$ cat config.mk
export PLATFORM = sky130hd
export DESIGN_NAME = datapath_controller
export DESIGN_NICKNAME = d
export VERILOG_FILES = /design/src/rtl/datapath_controller.sv
export SDC_FILE = /design/constraint.sdc
export NUM_CORES = 1
export LEC_CHECK = 0
export CORE_ASPECT_RATIO = 1.4
export CORE_MARGIN = 2
export CORE_UTILIZATION = 34
export CTS_CLUSTER_DIAMETER = 120
export CTS_CLUSTER_SIZE = 28
export DETAILED_ROUTE_END_ITERATION = 6
export PLACE_DENSITY_LB_ADDON = 0.1
export SLEW_MARGIN = 20
export SYNTH_ARGS = -nofsm -noshare
export SYNTH_HDL_FRONTEND = slang
export SYNTH_SLANG_ARGS = --single-unit
$ cat constraint.sdc
create_clock -name clk -period 4 [get_ports clk]
set_input_delay 1 -clock clk [delete_from_list [all_inputs] [get_ports clk]]
set_output_delay 1 -clock clk [all_outputs]
set_load 0.03 [all_outputs]
$ cat src/rtl/datapath_controller.sv
// Purpose : multi-cycle FSM controller for the R-type/branch datapath (fetch, decode, execute/branch, writeback).
// Latency : FETCH-to-FETCH is 4 cycles for R-type and 3 cycles for branches, counted from the accepting FETCH edge.
// Backpr. : FETCH stalls with pc held while instr_valid is low; instr_valid is ignored in every other state.
//
// Ports:
//   clk, reset (sync, active-low)     - clocking; reset forces FETCH, pc=RESET_PC, clears IR and illegal
//   instr[XLEN], instr_valid          - instruction word at pc from instruction memory
//   isZero, isBLT, isBGT              - datapath comparison flags used to resolve branches
//   fetch_req, pc[XLEN]               - fetch request and registered fetch address
//   pcNext[XLEN]                      - combinational value pc takes at the next edge
//   regWrite, alucontrol[ALUCTL_W]    - register-file write pulse and ALU operation select
//   illegal                           - sticky trap flag, cleared only by reset
// Optional feature macro: DATAPATH_CTRL_BGT_EN (funct3 110 = BGT, 111 = BLE, using isBGT).

module datapath_controller #(
  parameter int              XLEN     = 32,
  parameter logic [XLEN-1:0] RESET_PC = '0,
  parameter int              ALUCTL_W = 4
) (
  input  logic                clk,
  input  logic                reset,
  input  logic [XLEN-1:0]     instr,
  input  logic                instr_valid,
  input  logic                isZero,
  input  logic                isBLT,
  input  logic                isBGT,
  output logic                fetch_req,
  output logic [XLEN-1:0]     pc,
  output logic [XLEN-1:0]     pcNext,
  output logic                regWrite,
  output logic [ALUCTL_W-1:0] alucontrol,
  output logic                illegal
);

  // Instruction word viewed through its R/B-type fields.
  typedef struct packed {
    logic [6:0] funct7;
    logic [4:0] rs2;
    logic [4:0] rs1;
    logic [2:0] funct3;
    logic [4:0] rd;
    logic [6:0] opcode;
  } instr_t;

  typedef enum logic [2:0] {
    S_FETCH,
    S_DECODE,
    S_EXECUTE,
    S_WRITEBACK,
    S_BRANCH,
    S_TRAP
  } state_t;

  localparam logic [6:0] OP_RTYPE  = 7'b0110011;
  localparam logic [6:0] OP_BRANCH = 7'b1100011;
  localparam logic [6:0] F7_ZERO   = 7'b0000000;
  localparam logic [6:0] F7_ALT    = 7'b0100000;

  localparam logic [ALUCTL_W-1:0] ALU_ADD  = ALUCTL_W'(4'b0000);
  localparam logic [ALUCTL_W-1:0] ALU_SUB  = ALUCTL_W'(4'b0001);
  localparam logic [ALUCTL_W-1:0] ALU_AND  = ALUCTL_W'(4'b0010);
  localparam logic [ALUCTL_W-1:0] ALU_OR   = ALUCTL_W'(4'b0011);
  localparam logic [ALUCTL_W-1:0] ALU_XOR  = ALUCTL_W'(4'b0100);
  localparam logic [ALUCTL_W-1:0] ALU_SLL  = ALUCTL_W'(4'b0101);
  localparam logic [ALUCTL_W-1:0] ALU_SRL  = ALUCTL_W'(4'b0110);
  localparam logic [ALUCTL_W-1:0] ALU_SRA  = ALUCTL_W'(4'b0111);
  localparam logic [ALUCTL_W-1:0] ALU_SLT  = ALUCTL_W'(4'b1000);
  localparam logic [ALUCTL_W-1:0] ALU_SLTU = ALUCTL_W'(4'b1001);

  state_t                state;
  instr_t                ir;
  logic                  fetch_req_q;
  logic                  reg_write_q;
  logic [ALUCTL_W-1:0]   alu_q;

  logic [ALUCTL_W-1:0]   alu_sel;
  logic                  rtype_ok;
  logic                  br_ok;
  logic                  br_taken;
  logic [XLEN-1:0]       br_off;
  logic [XLEN-1:0]       pc_plus4;
  logic [XLEN-1:0]       pc_next_c;

  // rs1/rs2 are consumed by the datapath directly, not by the controller.
  logic                  unused_regsel;
  assign unused_regsel = ^{ir.rs1, ir.rs2};

`ifndef DATAPATH_CTRL_BGT_EN
  logic                  unused_bgt;
  assign unused_bgt = isBGT;
`endif

  // ALU select from funct3; funct7[5] picks SUB over ADD and SRA over SRL.
  always_comb begin
    alu_sel = ALU_ADD;
    case (ir.funct3)
      3'b000:  alu_sel = ir.funct7[5] ? ALU_SUB : ALU_ADD;
      3'b001:  alu_sel = ALU_SLL;
      3'b010:  alu_sel = ALU_SLT;
      3'b011:  alu_sel = ALU_SLTU;
      3'b100:  alu_sel = ALU_XOR;
      3'b101:  alu_sel = ir.funct7[5] ? ALU_SRA : ALU_SRL;
      3'b110:  alu_sel = ALU_OR;
      default: alu_sel = ALU_AND;
    endcase
  end

  // funct7=0100000 is only meaningful for SUB and SRA.
  assign rtype_ok = (ir.funct7 == F7_ZERO) ||
                    ((ir.funct7 == F7_ALT) && ((ir.funct3 == 3'b000) || (ir.funct3 == 3'b101)));

  // Branch condition; unsupported funct3 clears br_ok and sends the FSM to TRAP.
  always_comb begin
    br_ok    = 1'b1;
    br_taken = 1'b0;
    case (ir.funct3)
      3'b000:  br_taken = isZero;
      3'b001:  br_taken = !isZero;
      3'b100:  br_taken = isBLT;
      3'b101:  br_taken = !isBLT;
`ifdef DATAPATH_CTRL_BGT_EN
      3'b110:  br_taken = isBGT;
      3'b111:  br_taken = !isBGT;
`endif
      default: br_ok = 1'b0;
    endcase
  end

  // B-type immediate: {IR[31], IR[7], IR[30:25], IR[11:8], 0}, sign-extended.
  assign br_off = {{(XLEN-13){ir.funct7[6]}}, ir.funct7[6], ir.rd[0],
                   ir.funct7[5:0], ir.rd[4:1], 1'b0};

  assign pc_plus4 = pc + XLEN'(4);

  // pcNext moves only in WRITEBACK and in a resolvable BRANCH; a branch that
  // is about to trap leaves pc frozen.
  always_comb begin
    pc_next_c = pc;
    if (!reset) begin
      pc_next_c = RESET_PC;
    end else if (state == S_WRITEBACK) begin
      pc_next_c = pc_plus4;
    end else if ((state == S_BRANCH) && br_ok) begin
      pc_next_c = br_taken ? (pc + br_off) : pc_plus4;
    end
  end

  always_ff @(posedge clk) begin
    if (!reset) begin
      state       <= S_FETCH;
      pc          <= RESET_PC;
      ir          <= '0;
      illegal     <= 1'b0;
      fetch_req_q <= 1'b1;
      reg_write_q <= 1'b0;
      alu_q       <= ALU_ADD;
    end else begin
      // regWrite is a single-cycle pulse; only the EXECUTE->WRITEBACK edge sets it.
      reg_write_q <= 1'b0;
      case (state)
        S_FETCH: begin
          if (instr_valid) begin
            ir          <= instr[31:0];
            state       <= S_DECODE;
            fetch_req_q <= 1'b0;
          end
        end
        S_DECODE: begin
          case (ir.opcode)
            OP_RTYPE: begin
              state <= S_EXECUTE;
              alu_q <= alu_sel;
            end
            OP_BRANCH: begin
              state <= S_BRANCH;
              alu_q <= ALU_SUB;
            end
            default: begin
              state   <= S_TRAP;
              illegal <= 1'b1;
            end
          endcase
        end
        S_EXECUTE: begin
          if (rtype_ok) begin
            state       <= S_WRITEBACK;
            reg_write_q <= (ir.rd != 5'd0);
          end else begin
            state   <= S_TRAP;
            illegal <= 1'b1;
          end
        end
        S_WRITEBACK: begin
          pc          <= pc_next_c;
          state       <= S_FETCH;
          fetch_req_q <= 1'b1;
        end
        S_BRANCH: begin
          if (br_ok) begin
            pc          <= pc_next_c;
            state       <= S_FETCH;
            fetch_req_q <= 1'b1;
          end else begin
            state   <= S_TRAP;
            illegal <= 1'b1;
          end
        end
        S_TRAP: begin
          state <= S_TRAP;
        end
        default: begin
          state   <= S_TRAP;
          illegal <= 1'b1;
        end
      endcase
    end
  end

  // Reset is synchronous but the control outputs must read idle while it is low.
  assign fetch_req  = reset & fetch_req_q;
  assign regWrite   = reset & reg_write_q;
  assign alucontrol = reset ? alu_q : '0;
  assign pcNext     = pc_next_c;

endmodule

=== Yosys cells after proc, flatten, opt, wreduce, memory -nomap -nowiden ===
Cells that the tools add are included.

* Bits in registers: 64
* Input port bits: 38
* Output and inout bits: 71
* Word-level logic and storage cells: 81

* Add/sub/neg operators: 2
* Eq/ne operators: 19
* Muxes and demuxes: 25
* Bitwise gates (word level): 3
* Reduce and logical (&&, ||, !) cells: 22

{| class="wikitable"
|+ Operators by type and width
! cell !! number
|-
| two-way mux 32 bit || 5
|-
| case mux 32 bit (2 select lines) || 1
|-
| adder 32 x 3 -> 32 bit (second input constant) || 1
|-
| adder 32 bit || 1
|-
| case mux 4 bit (7 select lines) || 1
|-
| == test 3 bit (second input constant) || 5
|-
| case mux 3 bit (5 select lines) || 1
|-
| == test 7 x 6 -> 1 bit (second input constant) || 2
|-
| == test 3 x 2 -> 1 bit (second input constant) || 4
|-
| != test 2 bit (second input constant) || 5
|-
| two-way mux 3 bit || 3
|-
| two-way mux 1 bit || 8
|-
| case mux 1 bit (4 select lines) || 2
|-
| case mux 4 bit (2 select lines) || 1
|-
| == test 7 bit (second input constant) || 1
|-
| logical NOT 7 bit || 1
|-
| == test 3 x 1 -> 1 bit (second input constant) || 2
|-
| logical NOT 3 bit || 2
|-
| case mux 3 bit (2 select lines) || 1
|-
| AND reduction 2 bit || 3
|-
| AND reduction 3 bit || 2
|-
| nonzero test 5 bit || 1
|-
| two-way mux 4 bit || 1
|-
| AND reduction 4 bit || 1
|-
| other kinds (11) || 16
|}

=== Logic depth before layout (Yosys ltp) ===
Gate-level depths: netlist of run 1.

* Depth in word-level cells: 9
* Mapped depth: 9
* Depth with buffers taken out: 9

=== Worst setup path before layout of run 1 ===
OpenSTA, ideal clock, no wires.

* Kind: reg-to-output
* Start point: reg pc[5]
* End point: out pcNext[28]
* Arrival time: 3.150 ns
* Required time: 3.000 ns
* Slack: -0.150 ns
* Stages on the path, launching flop included: 9
* Path buffers: 0
* Path through: dfxtp_1 ha_1 a21o_1 a31o_2 o21ai_0 o211a_1 a21oi_1 or2_2 a221oi_1

* Longest elaborated chain between the ends: 5
* Elaborated cells on any way between the ends: 6
* Those cells by class: add/sub: 2; mux: 4

{| class="wikitable"
|+ Ends and longest elaborated chain
! item !! line !! source
|-
| start, declared || 28 || <nowiki>output logic [XLEN-1:0] pc,</nowiki>
|-
| start signal, assigned || 194 || <nowiki>pc <= pc_next_c;</nowiki>
|-
| start signal, assigned || 200 || <nowiki>pc <= pc_next_c;</nowiki>
|-
| adder 32 x 3 -> 32 bit or adder 32 bit (tied branches) || 133, 144 ||
|-
| two-way mux 32 bit || 144 || <nowiki>pc_next_c = br_taken ? (pc + br_off) : pc_plus4;</nowiki>
|-
| two-way mux 32 bit || 143 || <nowiki>end else if ((state == S_BRANCH) && br_ok) begin</nowiki>
|-
| two-way mux 32 bit (*) || 141 || <nowiki>end else if (state == S_WRITEBACK) begin</nowiki>
|-
| two-way mux 32 bit (*) || 139 || <nowiki>if (!reset) begin</nowiki>
|-
| end, declared || 29 || <nowiki>output logic [XLEN-1:0] pcNext,</nowiki>
|}

Every way passes the cells marked *; elsewhere a longest branch is shown, timed or not.

=== Worst setup path in the final report of run 1 ===
* Start point: reg ir, in the netlist br_off[1]
* End point: out pcNext[29]

* Longest elaborated chain between the ends: 5

{| class="wikitable"
|+ Ends and longest elaborated chain
! item !! line !! source
|-
| start, declared || 71 || <nowiki>instr_t ir;</nowiki>
|-
| start signal, assigned || 163 || <nowiki>ir <= instr[31:0];</nowiki>
|-
| adder 32 bit || 144 ||
|-
| two-way mux 32 bit || 144 ||
|-
| two-way mux 32 bit || 143 ||
|-
| two-way mux 32 bit || 141 ||
|-
| two-way mux 32 bit || 139 ||
|}

Every way passes these cells.

==> results of run 1 <==
kinds of logic (layout without fill, tap and decap cells):
logic type	count (synthesis)	in the layout
multiplexers	5	5
buffers and inverters	43	210
flip-flops	64	64
XOR/XNOR	40	40
AND/OR/NAND/NOR	281	281
AO/OA/AOI/OAI	221	221
adder cells (fa/ha/maj)	32	32
cell usage in the layout, fill, tap and decap left out, types with 21 or more instances in the layout:
master             n
xnor2_1           24
buf_4             96
o21ai_0           32
ha_1              21
dfxtp_1           56
clkdlybuf4s50_1   63
nand3_1           23
nor2_1            52
nand2_1          107
a21boi_0          28
a21oi_1           61
flip-flops by register name (all words and copies together) (netlist names):
| name | flops |
|---|---|
| ir | 10 |
| state | 3 |
| illegal | 1 |
| fetch_req_q | 1 |
| br_off | 12 |
| pc | 32 |
| reg_write_q | 1 |
| alu_q | 4 |
layer usage:
| layer | up-vias | wire [um] | track usage, % |
|---|---|---|---|
| li1 | 2867 | - | - |
| met4 | 0 | 691 | 10.6 |
| met2 | 174 | 9250 | 42.1 |
| met5 | - | 0 | 0 |
| met3 | 36 | 815 | 2.67 |
| met1 | 2753 | 7170 | 25.7 |
layout make-up:
| type | count | area (sq um) | area share (%) |
|---|---|---|---|
| multi-input cells | 579 | 3860 | 51.5 |
| repair buffers | 185 | 1790 | 23.9 |
| flip-flops and latches | 64 | 1290 | 17.3 |
| well taps | 189 | 236 | 3.16 |
| clock buffers | 9 | 225 | 3.01 |
| clock inverters | 7 | 52.6 | 0.701 |
| inverters | 9 | 33.8 | 0.451 |
stage by stage:
stage | cell area (sq um) | hold slack [ns]
floorplan | 5060 | 0.429
global placement | 6760 | 0.450
detailed placement | 6760 | 0.451
CTS | 7320 | 0.462
global route | 7490 | 0.490
finish | 7490 | 0.457
how the worst max path moves through the flow:
stage,startpoint,endpoint,cells after the start
2_1_floorplan,pc[5]$_SDFFE_PN0P_,pcNext[26],8
3_3_place_gp,isBLT,pcNext[25],10
3_5_place_dp,isBLT,pcNext[27],11
4_1_cts,pc[1]$_SDFFE_PN0P_,pcNext[29],10
5_1_grt,br_off[1]$_SDFFE_PN0P_,pcNext[29],10
6_report,br_off[1]$_SDFFE_PN0P_,pcNext[29],10
cell usage after synthesis, types with 6 or more instances:
cell type,number,area (sq um)
clkbuf_1,29,109
a21boi_0,29,218
o22ai_1,7,43.8
and3_1,11,68.8
dfxtp_1,64,1280
o211ai_1,12,90.1
and2_1,12,75.1
xor2_1,16,140
nand2b_1,7,43.8
nor3_1,15,75.1
xnor2_1,24,210
ha_1,31,388
a31oi_1,13,81.3
nand3_1,26,130
o21ai_0,37,185
nand2_1,110,413
o21a_1,6,45.0
nand4_1,15,93.8
a21oi_1,67,335
inv_1,9,33.8
nor2_1,53,199
repair_timing:
| item | in CTS | in global routing |
|---|---|---|
| hold endpoints to repair | 0 | 0 |
| endpoints found under the setup margin | 25 | 17 |
| setup buffers | 13 | 5 |
| resized for setup | 33 | 38 |
| pin swaps | 13 | 15 |
| cloned | 1 | 0 |
worst max-delay path, stage by stage (launching register included):
cell,delay [ns]
dfxtp_2,0.34
ha_4,0.16
fa_2,0.33
a21o_1,0.24
a221oi_4,0.29
o31a_2,0.23
nor4_2,0.07
o31a_1,0.35
or4_4,0.49
and3_4,0.19
buf_12,0.13
power groups by stage:
stage / registers [W] / logic, W / clock network (W)
finish: 0.000702 / 0.000535 / 0.000770
global route: 0.000706 / 0.000577 / 0.000817
CTS: 0.000700 / 0.000522 / 0.000782
detailed placement: 0.000713 / 0.000492 / 0
global placement: 0.000712 / 0.000488 / 0
floorplan: 0.000737 / 0.000257 / 0
==> results.sh, run 1 <==
export IMPL_vias=5830
export IMPL_p_comb_share_pct=26.7
export IMPL_drc=0
export IMPL_antenna_cells=0
export IMPL_maxSlewHeadroom_pct=45.2
export IMPL_grt_usage_pct=22.7
export IMPL_ys_seq_area_share_pct=25.4
export IMPL_min_to="alu_q[1]$_SDFFE_PN0P_"
export IMPL_syn_area_sq_mm=0.00505
export IMPL_synth_fa_ha_area_share_pct=8.08
export IMPL_finClkSkew_ns=0.00736
export IMPL_viasPerCell=5.60
export IMPL_area_delta_synth_final_pct=48.5
export IMPL_r2r_start="br_off[1]$_SDFFE_PN0P_"
export IMPL_num_rows=52
export IMPL_synth_enable_flop_cells=0
export IMPL_grt_pass1_wl_mm=28.3
export IMPL_cts_buffer_depth=2
export IMPL_pre_cts_ws_ns=-0.228
export IMPL_synthMuxAreaShare_pct=1.02
export IMPL_pwr_density_cell_mw_per_mm2=268
export IMPL_die_y_um=148
export IMPL_dpl_cell_count=1007
export IMPL_r2r_cells=12
export IMPL_synth_xor_area_share_pct=6.94
export IMPL_power_frac_seq_pct=35.0
export IMPL_tightest_slew_ns=0.819
export IMPL_design_core_area_sq_mm=0.0145
export IMPL_swShare_pct=33.3
export IMPL_worstHoldStart="alu_q[1]$_SDFFE_PN0P_"
export IMPL_cp_max_fo=3
export IMPL_worstPathArrival_ns=3.16
export IMPL_grt_max_degree=27
export IMPL_first_pass_iters=5
export IMPL_synth_seq_cells=64
export IMPL_antenna_found_initial=0
export IMPL_root_buffer="clkbuf_16"
export IMPL_antenna_left=0
export IMPL_maxCapViolations=0
export IMPL_nNetsFinal=918
export IMPL_io_buffers=97
export IMPL_timing_fmax_mhz=241
export IMPL_cp_start_kind="register"
export IMPL_instances_no_fill=1042
export IMPL_synth_compound_area_share_pct=28.6
export IMPL_insertion_delay_ns=0.35
export IMPL_synth_top_family_by_area="compound AO/OA/AOI/OAI gates"
export IMPL_path_class="reg2out"
export IMPL_gp_congestion=0.945
export IMPL_power_switching_w=0.000669
export IMPL_min_period_ns=4.16
export IMPL_synth_ff_type="dfxtp_1"
export IMPL_ioPinCount=109
export IMPL_critPathRequiredTime_ns=3.00
export IMPL_dieArea_sq_mm=0.0158
export IMPL_setup_slack_ns=-0.158
export IMPL_fill_cells=1382
export IMPL_overflow=0
export IMPL_initial_utilization_pct=34.8
export IMPL_yosysWarnings=0
export IMPL_status="finished, violations left"
export IMPL_htreeDepth=3
export IMPL_dp_hpwl_mm=13.6
export IMPL_synthSimpleGateAreaFrac_pct=26.7
export IMPL_hold_path_cell_count=2
export IMPL_synth_nets=756
export IMPL_synthCells=686
export IMPL_end_kind="primary output"
export IMPL_cts_buffers=9
export IMPL_hold_class="reg2reg"
export IMPL_setup_viol=3
export IMPL_setup_tns_ns=-0.327
export IMPL_slew_viol_final=0
export IMPL_postLayoutCoreUtil_pct=51.6
export IMPL_die_w_um=107
export IMPL_ir_worst_vdd_uv=137
export IMPL_wire_per_inst_um=17.2
export IMPL_clkTransAtPathRegs_ns=0.06
export IMPL_clkPwrFrac_pct=38.4
export IMPL_drtIter0Drc=271
export IMPL_async_flop_share_pct=0
export IMPL_syn_area_per_cell_sq_um=7.36
export IMPL_ys_types=64
export IMPL_cts_tree="done"
export IMPL_drive_gt1_share_pct=22.9
export IMPL_finalWirelength_mm=17.9
export IMPL_intPower_w=0.00134
export IMPL_cellLeakagePower_nw=2.92
export IMPL_rsz0062_at_grt="yes"
export IMPL_clock_sinks=64
export IMPL_r2r_end="pc[27]$_SDFFE_PN0P_"
export IMPL_violations="setup timing"
export IMPL_grt_pass1_vias=5608
export IMPL_regToRegSetupSlack_ns=1.18
export IMPL_hold_viol_final=0
export IMPL_ctsHoldBuffers=0
export IMPL_fin_crit_sh_pct=104
export IMPL_fin_total_pwr_w=0.00201
Power figures use the tool's default switching activity.
==> run 2: changes to the inputs <==
--- a/config.mk
+++ b/config.mk
@@ -7,10 +7,11 @@
 export LEC_CHECK = 0
 export CORE_ASPECT_RATIO = 1.4
 export CORE_MARGIN = 2
-export CORE_UTILIZATION = 34
+export CORE_UTILIZATION = 40
 export CTS_CLUSTER_DIAMETER = 120
 export CTS_CLUSTER_SIZE = 28
 export DETAILED_ROUTE_END_ITERATION = 6
+export MAX_ROUTING_LAYER = met4
 export PLACE_DENSITY_LB_ADDON = 0.1
 export SLEW_MARGIN = 20
 export SYNTH_ARGS = -nofsm -noshare
==> run 2 against run 1 <==
  * The run still ends with setup timing left
  * Largest power group unchanged
  * Critical endpoint unchanged
  * Non-clock buffer count increased by 30
  * Hold slack improved by 0.00079 ns
  * Total power increased by 9.9%
  * Utilization increased by 12 points
  * Maximum frequency decreased by 1.6%
==> results.sh, run 2 (synthesis results as in run 1) <==
export IMPL_fill_cells=1136
export IMPL_intPower_w=0.00153
export IMPL_setup_viol=5
export IMPL_end_kind="primary output"
export IMPL_drive_gt1_share_pct=27.4
export IMPL_grt_max_degree=38
export IMPL_grt_pass1_wl_mm=28.2
export IMPL_cts_tree="done"
export IMPL_clkTransAtPathRegs_ns=0.06
export IMPL_finClkSkew_ns=0.0105
export IMPL_ctsHoldBuffers=0
export IMPL_overflow=0
export IMPL_root_buffer="clkbuf_16"
export IMPL_pre_cts_ws_ns=-0.290
export IMPL_die_y_um=137
export IMPL_clkPwrFrac_pct=43.3
export IMPL_largest_reg_flops=32
export IMPL_gp_congestion=0.891
export IMPL_die_w_um=98.9
export IMPL_p_comb_share_pct=25.0
export IMPL_cts_buffer_depth=2
export IMPL_setup_slack_ns=-0.226
export IMPL_power_frac_seq_pct=31.7
export IMPL_timing_fmax_mhz=237
export IMPL_design_core_area_sq_mm=0.0123
export IMPL_area_delta_synth_final_pct=55.0
export IMPL_grt_usage_pct=27.0
export IMPL_antenna_found_initial=0
export IMPL_min_period_ns=4.23
export IMPL_multi_input_area_sq_mm=0.00404
export IMPL_wire_per_inst_um=17.8
export IMPL_antenna_cells=0
export IMPL_cp_start_kind="register"
export IMPL_initial_utilization_pct=41.0
export IMPL_tightest_slew_ns=0.771
export IMPL_maxSlewHeadroom_pct=48.5
export IMPL_finalWirelength_mm=18.4
export IMPL_drc=0
export IMPL_final_cell_mix="buf_4, nand2_1, clkdlybuf4s50_1"
export IMPL_hold_viol_final=0
export IMPL_viasPerCell=5.77
export IMPL_cts_buffers=9
export IMPL_cellLeakagePower_nw=3.08
export IMPL_setup_tns_ns=-0.594
export IMPL_num_rows=48
export IMPL_status="finished, violations left"
export IMPL_clock_sinks=64
export IMPL_fin_total_pwr_w=0.00221
export IMPL_htreeDepth=3
export IMPL_swShare_pct=30.6
export IMPL_grt_pass1_vias=5745
export IMPL_dp_hpwl_mm=13.8
export IMPL_drtIter0Drc=198
export IMPL_maxCapViolations=0
export IMPL_worstPathArrival_ns=3.23
export IMPL_insertion_delay_ns=0.34
export IMPL_io_buffers=97
export IMPL_ff_latch_area_sq_mm=0.00129
export IMPL_path_class="reg2out"
export IMPL_slew_viol_final=0
export IMPL_nNetsFinal=948
export IMPL_hold_class="reg2reg"
export IMPL_rsz0062_at_grt="yes"
export IMPL_cp_max_fo=4
export IMPL_critPathRequiredTime_ns=3.00
export IMPL_pwr_density_cell_mw_per_mm2=282
export IMPL_top_register="pc"
export IMPL_ir_worst_vdd_uv=185
export IMPL_power_switching_w=0.000674
export IMPL_antenna_left=0
export IMPL_violations="setup timing"
export IMPL_fin_crit_sh_pct=106
export IMPL_first_pass_iters=4
export IMPL_mostFrequentLayoutCell="buf_4"
export IMPL_dieArea_sq_mm=0.0135
export IMPL_vias=5965
export IMPL_ioPinCount=109
run 2: cell count changes in the layout (fill, tap and decap cells not counted), moves of 4 or more:
cell and change:
a21oi_1 -5, a21oi_2 +4, buf_6 +8, buf_12 -8, buf_4 +29
run 2: power by group through the flow:
stage | clock network, W | registers [W] | logic, W
after global placement | 0 | 0.000709 | 0.000488
after global routing | 0.000992 | 0.000703 | 0.000595
final | 0.000955 | 0.000699 | 0.000552
after CTS | 0.000973 | 0.000697 | 0.000526
after detailed placement | 0 | 0.000709 | 0.000495
after floorplan | 0 | 0.000737 | 0.000257
run 2: per-stage QoR:
| stage | hold WS, ns | cell area [sq um] | util, % | std cells |
|---|---|---|---|---|
| after floorplan | 0.429 | 5060 | - | 686 |
| after global placement | 0.447 | 6790 | 55.1 | 991 |
| after detailed placement | 0.454 | 6790 | 55.1 | 991 |
| after CTS | 0.462 | 7480 | 60.8 | 1020 |
| after global routing | 0.480 | 7820 | 63.5 | 1033 |
| final | 0.458 | 7820 | 63.5 | 1033 |
run 2: final timing paths:
check | startpoint | endpoint | cells past startpoint | slack (ns)
setup reg to reg | br_off[1]$_SDFFE_PN0P_ | pc[27]$_SDFFE_PN0P_ | 12 | 1.10
setup / recovery | br_off[1]$_SDFFE_PN0P_ | pcNext[29] | 10 | -0.23
hold reg to reg | alu_q[1]$_SDFFE_PN0P_ | alu_q[1]$_SDFFE_PN0P_ | 2 | 0.46
hold / removal | alu_q[1]$_SDFFE_PN0P_ | alu_q[1]$_SDFFE_PN0P_ | 2 | 0.46
run 2: what timing repair did:
item | in CTS | in global routing
setup buffers | 12 | 12
hold endpoints to repair | 0 | 0
resized for setup | 49 | 59
pin swaps | 16 | 23
endpoints found under the setup margin | 27 | 20
cloned | 1 | 1
run 2: layout make-up:
cell class / instances / area share, %
repair buffers: 215 / 24.5
inverters: 9 / 0.432
multi-input cells: 579 / 51.7
clock buffers: 9 / 2.88
well taps: 150 / 2.40
flip-flops and latches: 64 / 16.5
clock inverters: 7 / 1.60
run 2: per-layer routing:
layer | share of wire [%] | global-route usage [%]
met1 | 40 | 29.6
met2 | 53 | 49.1
met3 | 3.3 | 3.17
met4 | 3.3 | 11.5
met5 | 0 | -
run 2: critical path, cell delays in order (launching register included):
cell and delay, ns:
dfxtp_2 0.34, ha_4 0.16, fa_2 0.36, a21o_1 0.22
a221oi_4 0.34, o31a_2 0.24, nor4_2 0.07, o31a_1 0.33
or4_4 0.50, and3_4 0.20, buf_12 0.13
==> variant 1, RTL diff (flow settings as in run 2) <==
Build with the macro `DATAPATH_CTRL_BGT_EN` defined.
--- a/src/rtl/datapath_controller.sv
+++ b/src/rtl/datapath_controller.sv
@@ -11,6 +11,8 @@
 //   regWrite, alucontrol[ALUCTL_W]    - register-file write pulse and ALU operation select
 //   illegal                           - sticky trap flag, cleared only by reset
 // Optional feature macro: DATAPATH_CTRL_BGT_EN (funct3 110 = BGT, 111 = BLE, using isBGT).
+
+`define DATAPATH_CTRL_BGT_EN
 
 module datapath_controller #(
   parameter int              XLEN     = 32,
Formal check against the unedited RTL: not equivalent (a bounded check fails within 4 cycles, from zero or initial values and one cycle with reset low).
==> variant 1 against run 2 <==
  * Critical endpoint is now pcNext[31]
  * Critical path depth is 2 higher
  * Synthesized area is 1.7% higher
  * Routed wire length is 2.8% lower
  * The run still ends with negative setup slack left
  * Register-to-register slack worse by 0.09 ns
  * Highest routed layer unchanged
  * Power is 3.7% lower
  * Setup slack better by 0.074 ns
  * Largest power group unchanged
  * Cell area is 2.0% lower
  * Sequential cell count stayed put
  * Core utilization is 3.2 points lower
==> variant 1: results <==
set metrics [dict create \
    status "complete, but fails checks" \
    violations "negative setup slack" \
    regMostFlops "pc" \
    hold_viol 0 \
    cts_buffers 9 \
    worst_slack_ns -0.152 \
    cellLeakagePower_nw 3.30 \
    vdd_ir_drop_max_v 0.000249 \
    r2r_start "br_off[12]$_SDFFE_PN0P_" \
    drtIter0Drc 211 \
    rrSetupSlack_ns 1.01 \
    port-buffer-count 98 \
    largest_reg_flops 32 \
    postRouteWirelength_um 17800 \
    hold_depth 2 \
    hpwl_um 13200 \
    hold_class "reg2reg" \
    fillers 1188 \
    synth_cell_types 69 \
    wl_per_cell_um 17.5 \
    holdPathEnd "fetch_req_q$_SDFFE_PN1P_" \
    grt_antenna_before_repair 0 \
    worst_r2r_path_depth 13 \
    track_usage_pct 26.1 \
    cpPeakStageDelay_ns 0.44 \
    antenna_cells 0 \
    grt_pass1_wl_um 28200 \
    crit_slowest_cell "a2111oi_4" \
    synth_nets 756 \
    cts_root_buf "clkbuf_16" \
    arrival_ns 3.15 \
    fin_nets 935 \
    drive_above_1_share_pct 26.0 \
    cp_max_fo 7 \
    synth_warnings 0 \
    synth_common_cells "nand2_1 (90), a21oi_1 (65), dfxtp_1 (64), nor2_1 (48), o21ai_0 (36)" \
    cts_max_level 3 \
    ys.flop_type "dfxtp_1" \
    crit_family "compound AO/OA/AOI/OAI gates" \
    cts_buffer_depth 2 \
    ys_seq_area_share_pct 25.0 \
    grt_start_max_net_pins 24 \
    r2r_end "pc[31]$_SDFFE_PN0P_" \
    clk_latency_ns 0.34 \
    path_clk_slew_ns 0.05 \
    grt_pass1_vias 5778 \
    worstHoldStart "fetch_req_q$_SDFFE_PN1P_" \
    finClkSkew_ns 0.0108 \
    vias_per_cell 5.69 \
    synthCells 686 \
    setup_viol 9 \
    whs_ns 0.461 \
    place_congestion 0.938 \
    synthTopCellsByArea "dfxtp_1 (25%), ha_1 (7.6%), nand2_1 (6.6%)" \
    worstMarginPinSlew_ns 0.909 \
    first_pass_iters 5 \
    place_inst 988 \
    pre_cts_ws_ns -0.141 \
]
==> variant 1: cell count changes in the layout (fill, tap and decap cells not counted), sizes merged, moves of 6 or more <==
cell,run 2,this run
a21o,3,13
o21ai,37,43
buf,150,142
and3,11,19
a211oi,4,14
nand2,110,90
==> variant 1: worst register-to-register path, stage by stage (launching register included) <==
cell and delay [ns]:
dfxtp_4 0.40, buf_8 0.16, ha_1 0.30, nand3_1 0.13, nor2_2 0.15, o211ai_1 0.13
buf_4 0.18, a2111oi_4 0.44, nor4b_2 0.09, nand4b_1 0.25, mux2i_1 0.18, buf_4 0.14
buf_4 0.12, a211o_1 0.21
==> variant 1: area by class of cell <==
class	count	share of cell area (%)
Clock buffer	9	2.94
Timing Repair Buffer	208	23.9
Multi-Input combinational cell	570	52.3
Sequential cell	64	16.9
Inverter	12	0.588
Tap cell	153	2.50
Clock inverter	6	0.800
==> variant 1: what timing repair did <==
action / 4_1_cts / 5_1_grt
endpoints found under the setup margin: 24 / 21
pin swaps: 27 / 24
resized for setup: 66 / 28
setup buffers: 13 / 7
==> variant 1: how the worst max path moves through the flow <==
stage                                       start         end  cells after the start
after global routing      br_off[12]$_SDFFE_PN0P_  pcNext[31]                     10
after global placement    br_off[12]$_SDFFE_PN0P_  pcNext[31]                     12
after CTS                      pc[1]$_SDFFE_PN0P_  pcNext[31]                     12
final                     br_off[12]$_SDFFE_PN0P_  pcNext[31]                     12
after detailed placement                    isBGT   pcNext[5]                     11
after floorplan           br_off[12]$_SDFFE_PN0P_  pcNext[30]                     10
==> variant 1: through the flow <==
| stage | area [um2] | power (mW) | TNS [ns] |
|---|---|---|---|
| floorplan | 5160 | 1.05 | -0.0783 |
| global placement | 6840 | 1.27 | -0.568 |
| detailed placement | 6840 | 1.28 | -1.19 |
| CTS | 7480 | 2.11 | -0.631 |
| global route | 7660 | 2.21 | -2.36 |
| finish | 7660 | 2.13 | -0.910 |
==> variant 1: cell families after synthesis <==
logic type               count (synthesis)  share of synthesized area [%]
AO/OA/AOI/OAI                          237                           30.9
multiplexers                             5                           1.00
flip-flops                              64                           25.0
buffers and inverters                   52                           3.97
AND/OR/NAND/NOR                        259                           24.8
adder cells (fa/ha/maj)                 32                           7.95
XOR/XNOR                                37                           6.32
==> variant 1: power by group <==
part | switching, mW | internal, mW | leakage (nW)
clock network | 0.316 | 0.477 | 0.141
logic | 0.341 | 0.279 | 2.63
registers | 0.0409 | 0.672 | 0.524
==> variant 1: routing by layer <==
metal  vias to the layer above  routed length (um)  track usage [%]
li1                       2882                   -                -
met1                      2741                7360             29.5
met2                       148                9370             45.5
met3                        49                 520             3.54
met4                         0                 599             11.4
met5                         -                   0                -
==> variant 2, RTL diff (flow settings as in run 2) <==
Made on the original files. Put a register stage on the outputs `fetch_req`, `pcNext`, `regWrite` and `alucontrol`, without a reset. The values now appear one clock later. The other outputs are not delayed to match. Comments in the files are not updated.
--- a/src/rtl/datapath_controller.sv
+++ b/src/rtl/datapath_controller.sv
@@ -217,10 +217,12 @@
   end
 
   // Reset is synchronous but the control outputs must read idle while it is low.
-  assign fetch_req  = reset & fetch_req_q;
-  assign regWrite   = reset & reg_write_q;
-  assign alucontrol = reset ? alu_q : '0;
-  assign pcNext     = pc_next_c;
+  always_ff @(posedge clk) begin
+    fetch_req  <= reset & fetch_req_q;
+    pcNext     <= pc_next_c;
+    regWrite   <= reset & reg_write_q;
+    alucontrol <= reset ? alu_q : '0;
+  end
 
 endmodule
 
Formal check against the unedited RTL: not equivalent (Yosys sat finds a counterexample within 4 cycles, from zero or initial values and one cycle with reset low).
==> variant 2 against run 2 <==
  * Die area rose by 11%
  * Global-route usage decreased by 5.3 points
  * Cell area down 9.2%
  * Sequential cell count grew 38
  * Core utilization down 12 points
  * Synthesized area up 11%
  * Routed wire length is 13% lower
  * First-iteration DRC count is 22% higher
  * Register-to-register slack got worse by 0.45 ns
  * Power increased by 9.2%
  * Sequential share of layout area increased by 12 points
  * Setup slack better by 0.87 ns
  * Final cell count fell by 5.6%
  * Largest cell class unchanged
  * Largest power group is now registers
==> variant 2: results <==
set metrics [dict create \
    status "finished, final reports clean" \
    hold_class "reg2reg" \
    place_congestion 0.870 \
    hold_depth 1 \
    fin_nets 855 \
    grt_use_met3_pct 3.42 \
    worstHoldStart "reg_write_q$_SDFF_PN0_" \
    wl_met1_um 6760 \
    route.met2.wl_um 8270 \
    drive_above_1_share_pct 5.70 \
    ys_seq_area_share_pct 36.3 \
    cp_max_fo 5 \
    r2r_end "pcNext[25]$_DFF_P_" \
    drtIter0Drc 241 \
    cts_resized 0 \
    powerDensity_mw_per_mm2 339 \
    crit_family "compound AO/OA/AOI/OAI gates" \
    cpPeakStageDelay_ns 0.42 \
    vias_per_cell 5.50 \
    synth_common_cells "dfxtp_1 (102), a21oi_1 (94), nand2_1 (93), nor2_1 (49), o21ai_0 (32)" \
    clock_net_power_mw 0.877 \
    port-buffer-count 97 \
    postRouteWirelength_um 15900 \
    hpwl_um 12100 \
    grt_pass1_vias 5126 \
    cts_setup_buffers 0 \
    crit_type "reg2reg" \
    synthTopCellsByArea "dfxtp_1 (36%), a21oi_1 (8.4%), ha_1 (6.9%)" \
    path_clk_slew_ns 0.08 \
    holdPathEnd "regWrite$_DFF_P_" \
    top_layer_used "met4" \
    fin_cells 975 \
    met2_usage_pct 40.0 \
    post_dp_cell_area_mm2 0.00681 \
    wl_met3_um 539 \
    cellLeakagePower_nw 2.83 \
    synthCells 696 \
    place_inst 959 \
    synth_nets 766 \
    worstMarginPinSlew_ns 0.720 \
    finClkSkew_ns 0.0100 \
    grt_antenna_before_repair 0 \
    fillers 1377 \
    track_usage_pct 21.7 \
    grt_pass1_wl_um 25300 \
    rrSetupSlack_ns 0.65 \
    met1_usage_pct 23.9 \
    arrival_ns 3.58 \
    first_pass_iters 5 \
    vdd_ir_drop_max_v 0.000189 \
]
-- variant 2: cell type report --
class	count	area share, %
clock buffer	9	3.17
clock inverter	7	0.969
inverter	14	0.740
multi-input combinational	547	47.9
sequential	102	28.8
tap	185	3.26
timing repair buffer	111	15.2
-- variant 2: logic make-up (layout without fill, tap and decap cells) --
group / Yosys count / after routing / share of synthesized area [%]
AOI/OAI and AO/OA: 227 / 227 / 26.0
xor gates and xnor gates: 39 / 39 / 6.08
adders and majority gates: 32 / 32 / 7.26
buffers and inverters: 47 / 141 / 3.16
DFF: 102 / 102 / 36.3
muxes: 2 / 2 / 0.356
and+or+nand+nor: 247 / 247 / 20.9
-- variant 2: per-stage QoR --
stage / setup slack [ns] / utilization [%] / hold WS (ns)
floorplan: 0.977 / - / 0.412
global placement: 0.681 / 49.2 / 0.420
detailed placement: 0.672 / 49.2 / 0.422
CTS: 0.663 / 51.3 / 0.441
global route: 0.451 / 51.3 / 0.446
finish: 0.647 / 51.3 / 0.434
